$ cat src/rtl/l2_ifill.sv
// ---------------------------------------------------------------------------
// l2_ifill
//
// L2-side instruction refill responder. It sits at the far end of the icache
// miss interface: when the icache raises ic_req for a block that is not the
// one currently held, the block is fetched one 32-bit word at a time over a
// single-outstanding memory bus and assembled into L2_block_read. With
// CRIT_FIRST set, the fetch starts at the word the icache asked for and wraps
// around the 8-word block; otherwise it always starts at word 0.
//
// The last completed block is retained, so a repeated request for the same
// block is answered immediately without touching memory.
//
// Ports:
//   clk            global clock
//   rst_n          asynchronous active-low reset
//   ic_req         icache miss request (level, held while the icache waits)
//   ic_addr        miss byte address; bits [4:2] pick the critical word
//   L2_block_read  256-bit block, word i in bits [32i+31:32i]
//   L2_addr_read   block-aligned address of L2_block_read
//   L2_stall       high while a fill is in progress
//   L2_fill_valid  L2_block_read holds a complete block for L2_addr_read
//   mem_req        memory word read request
//   mem_addr       memory word address {block, word index, 2'b00}
//   mem_gnt        memory accepted mem_req this cycle
//   mem_rvalid     memory read data valid
//   mem_rdata      memory read data
// ---------------------------------------------------------------------------
module l2_ifill #(
  parameter bit CRIT_FIRST = 1'b1
) (
  input  logic         clk,
  input  logic         rst_n,
  input  logic         ic_req,
  input  logic [31:0]  ic_addr,
  output logic [255:0] L2_block_read,
  output logic [31:0]  L2_addr_read,
  output logic         L2_stall,
  output logic         L2_fill_valid,
  output logic         mem_req,
  output logic [31:0]  mem_addr,
  input  logic         mem_gnt,
  input  logic         mem_rvalid,
  input  logic [31:0]  mem_rdata
);

  typedef enum logic [1:0] {
    S_IDLE  = 2'd0,
    S_ISSUE = 2'd1,
    S_WAIT  = 2'd2
  } state_t;

  state_t      state;
  logic [2:0]  idx;
  logic [2:0]  count;
  logic        buf_hit;
  logic        unused_addr_bits;

  // Byte-offset bits never matter: requests are for whole blocks.
  assign unused_addr_bits = ^ic_addr[1:0];

  // A request for the block already held (and complete) needs no refill.
  assign buf_hit = L2_fill_valid && (ic_addr[31:5] == L2_addr_read[31:5]);

  // The memory request is decoded purely from registered state so mem_addr
  // stays stable for as long as the memory holds off mem_gnt.
  assign mem_req  = (state == S_ISSUE);
  assign mem_addr = {L2_addr_read[31:5], idx, 2'b00};

  // Fill sequencer. Alternates ISSUE (request one word) and WAIT (collect
  // its data) until all 8 words have landed. The accepted block address is
  // latched at the start, so later ic_req/ic_addr activity cannot disturb an
  // ongoing fill; only reset aborts it. Read data is taken in WAIT only, so a
  // response that arrives in IDLE or ISSUE (e.g. left over from before a
  // reset) is dropped.
  always_ff @(posedge clk or negedge rst_n) begin
    if (!rst_n) begin
      state         <= S_IDLE;
      L2_block_read <= '0;
      L2_addr_read  <= '0;
      L2_stall      <= 1'b0;
      L2_fill_valid <= 1'b0;
      idx           <= 3'd0;
      count         <= 3'd0;
    end else begin
      case (state)
        S_IDLE: begin
          if (ic_req && !buf_hit) begin
            L2_addr_read  <= {ic_addr[31:5], 5'b0};
            L2_fill_valid <= 1'b0;
            L2_stall      <= 1'b1;
            idx           <= CRIT_FIRST ? ic_addr[4:2] : 3'd0;
            count         <= 3'd0;
            state         <= S_ISSUE;
          end
        end

        S_ISSUE: begin
          if (mem_gnt) begin
            state <= S_WAIT;
          end
        end

        S_WAIT: begin
          if (mem_rvalid) begin
            L2_block_read[{idx, 5'b0} +: 32] <= mem_rdata;
            // 3-bit index wraps 7 -> 0 for critical-word-first order
            idx   <= idx + 3'd1;
            count <= count + 3'd1;
            if (count == 3'd7) begin
              L2_stall      <= 1'b0;
              L2_fill_valid <= 1'b1;
              state         <= S_IDLE;
            end else begin
              state <= S_ISSUE;
            end
          end
        end

        default: begin
          state <= S_IDLE;
        end
      endcase
    end
  end

endmodule

$ cat config.mk
export PLATFORM = sky130hd
export DESIGN_NAME = l2_ifill
export DESIGN_NICKNAME = d
export VERILOG_FILES = /design/src/rtl/l2_ifill.sv
export SDC_FILE = /design/constraint.sdc
export NUM_CORES = 1
export LEC_CHECK = 0
export CAP_MARGIN = 10
export CORE_MARGIN = 3
export CORE_UTILIZATION = 40
export DETAILED_ROUTE_END_ITERATION = 10
export GPL_ROUTABILITY_DRIVEN = 0
export PLACE_DENSITY = 0.69
export SYNTH_ARGS = -nofsm -noshare
export SYNTH_HDL_FRONTEND = slang
export SYNTH_SLANG_ARGS = --single-unit
$ cat constraint.sdc
create_clock -name clk -period 5.7 [get_ports clk]
set_clock_uncertainty 0.2 [all_clocks]
set_input_delay 1.14 -clock clk [delete_from_list [all_inputs] [get_ports clk]]
set_output_delay 1.14 -clock clk [all_outputs]
set_load 0.005 [all_outputs]
==> results.tsv <==
metric	value	unit
clk_path_buf_depth	3	
dpl.hpwl	24290	um
p_leak	7.299	nW
drtIter0Drc	623	
max-vdd-ir-drop	0.0003379	V
r2r_setup_slack	2.19	ns
synth_edf_count	0	
fillers	2505	
rows	62	
synth-seq-cells	293	
max_freq	284.9	MHz
numCtsBuffers	31	
layout_setup_ws	2.190	ns
path_clk_slew	0.06	ns
setup_tns	0	ns
reg2reg_to	L2_block_read[44]	
fin_hold_ws	0.2739	ns
pre_cts_slack	1.859	ns
post-route-drc-count	0	
end_kind	flop	
syn_to_final_growth	42.67	%
cts_tree	done	
drive_gt1_share	12.00	%
clkSinkCount	293	
r2r_start	idx[0]	
max_slew.worst_pin.slew	0.9549	ns
synth_area	11760	sq um
cts_hold_buf	0	
hp-start	L2_block_read[40]	
synth_most_common_cell	nand2_1	
clk_latency	0.54	ns
wl	35150	um
multi_input_area	3989	sq um
overflow	0	
core	28860	sq um
relSlewSlack	36.34	%
hold_violations	0	
avgViaCountPerCell	4.919	
required	5.91	ns
regArea	7332	sq um
synth_largest_area_cell	dfrtp_1	
start_kind	flop	
h-tree-depth	1	
fin_crit_sh	61.57	%
synth_area_leaders	dfrtp_1 (62%), nand2_1 (9.4%), o21ai_0 (8.4%)	
post_cts_resized	0	
rsz0062_at_grt	false	
yosys.cell_types.count	35	
worstHoldPathType	flop to flop	
synth_ff_type	dfrtp_1	
diodes	0	
final_nets	1478	
max_cap_violations	0	
dp_cells	1752	
status	finished, final reports clean	
grt_max_degree	173	
power_density	525.8	nW/um^2
crit_arrival	3.72	ns
drtPass1Iterations	4	
root_buffer	clkbuf_16	
avgSynthCellArea	11.13	sq um
port_buffers	382	
initial_core_util	40.73	%
drv_slew	0	
vias	8899	
final_core_util	58.12	%
grt_pass1_vias	9003	
yosysTopAreaCellShare	62.37	%
whs_path_depth	2	
track_usage	21.85	%
antenna_found_initial	0	
die_x	177.4	um
boundaryPins	392	
grt_pass1_wl	53370	um
min_to	L2_block_read[40]	
period_needed	3.510	ns
ys_seq_area_share	62.37	%
setup-violations-final	0	
synthArstFlopShare	100.0	%
fp.dieH	177.4	um
netlist_instances	1056	
criticalPathCategory	flop to flop	
fin_cells	1809	
postCtsSetupBuffers	0	
antenna_left	0	
synth-warning-count	0	
dieArea	31480	sq um
cp_max_fo	38	
rr_worst_depth	8	
synth_common_cells	nand2_1 (294), dfrtp_1 (293), o21ai_0 (197)	
avgRoutedWirePerCell	19.43	um
-- metal layers --
metal	GRT usage (%)	up-vias	share of wire [%]
met5	0	-	0
met4	6.119	0	2.9
met3	5.071	57	6.6
met2	36.45	283	48
met1	28.65	4367	43
li1	-	4192	-
-- cells by family (layout without fill, tap and decap cells) --
| group | Yosys count | count (layout) | synth area share, % |
|---|---|---|---|
| adder cells (fa/ha/maj) | 8 | 8 | 0.8516 |
| flip-flops | 293 | 293 | 62.37 |
| other | 1 | 7 | 0.03190 |
| buffers and inverters | 94 | 457 | 4.364 |
| AO/OA/AOI/OAI | 207 | 207 | 9.228 |
| multiplexers | 91 | 91 | 9.548 |
| AND/OR/NAND/NOR | 334 | 334 | 11.52 |
| XOR/XNOR | 28 | 28 | 2.086 |
-- how the worst max path moves through the flow --
stage          slack, ns                 to   startpoint
3_3_place_gp        1.93  L2_block_read[34]   mem_rvalid
6_report            2.19  L2_block_read[44]       idx[0]
3_5_place_dp        1.86  L2_block_read[34]   mem_rvalid
5_1_grt             1.94  L2_block_read[44]       idx[0]
2_1_floorplan       2.94   L2_addr_read[10]  ic_addr[23]
4_1_cts             2.15  L2_block_read[44]       idx[0]
-- cells in the final DEF, fill, tap and decap left out, types with 2 or more instances in the layout --
| cell type | n |
|---|---|
| clkbuf_8 | 6 |
| nand2_1 | 294 |
| clkdlybuf4s50_1 | 381 |
| clkinv_2 | 3 |
| mux2_4 | 26 |
| clkbuf_16 | 31 |
| nand2b_1 | 2 |
| conb_1 | 7 |
| or2_2 | 2 |
| o21ai_0 | 197 |
| bufinv_16 | 2 |
| a21oi_1 | 2 |
| a311oi_1 | 4 |
| nand4_1 | 6 |
| nand3_1 | 7 |
| ha_1 | 8 |
| dfrtp_1 | 293 |
| clkbuf_1 | 10 |
| mux2_2 | 65 |
| nor2_1 | 6 |
| buf_4 | 12 |
| nand3_2 | 6 |
| inv_1 | 5 |
| xnor2_1 | 24 |
| inv_6 | 2 |
| xor2_1 | 4 |
| clkinvlp_4 | 2 |
-- flip-flops by register name, summed over array words and instances, names as in the netlist --
| name | count |
|---|---|
| L2_fill_valid | 1 |
| L2_stall | 1 |
| state | 2 |
| L2_block_read | 256 |
| count | 3 |
| idx | 3 |
| L2_addr_read | 27 |
-- area by class of cell --
| type | instances | share of cell area [%] |
|---|---|---|
| sequential | 293 | 43.72 |
| multi-input combinational | 675 | 23.78 |
| clock inverter | 10 | 0.6938 |
| inverter | 5 | 0.1119 |
| tap | 384 | 2.865 |
| timing repair buffer | 395 | 23.49 |
| clock buffer | 47 | 5.342 |
-- worst max-delay path, cell delays in order, from the launching register on --
cell     delay (ns)
dfrtp_1        0.77
inv_1          0.24
ha_1           0.27
ha_1           0.37
nor2b_1        0.32
nand3_2        0.51
buf_4          0.46
nand2_1        0.12
o21ai_0        0.09
-- where the power goes --
group | internal, mW | switching (mW)
logic | 2.01 | 1.49
clock network | 1.17 | 0.820
registers | 2.81 | 0.515
total | 6.00 | 2.82
-- per-stage QoR --
stage	total power, mW	instance area [sq um]
2_1_floorplan	4.671	11780
3_3_place_gp	6.817	15760
3_5_place_dp	6.907	15760
4_1_cts	8.939	16770
5_1_grt	9.366	16770
6_report	8.819	16770
No activity file was read; power rests on OpenSTA's default activity.
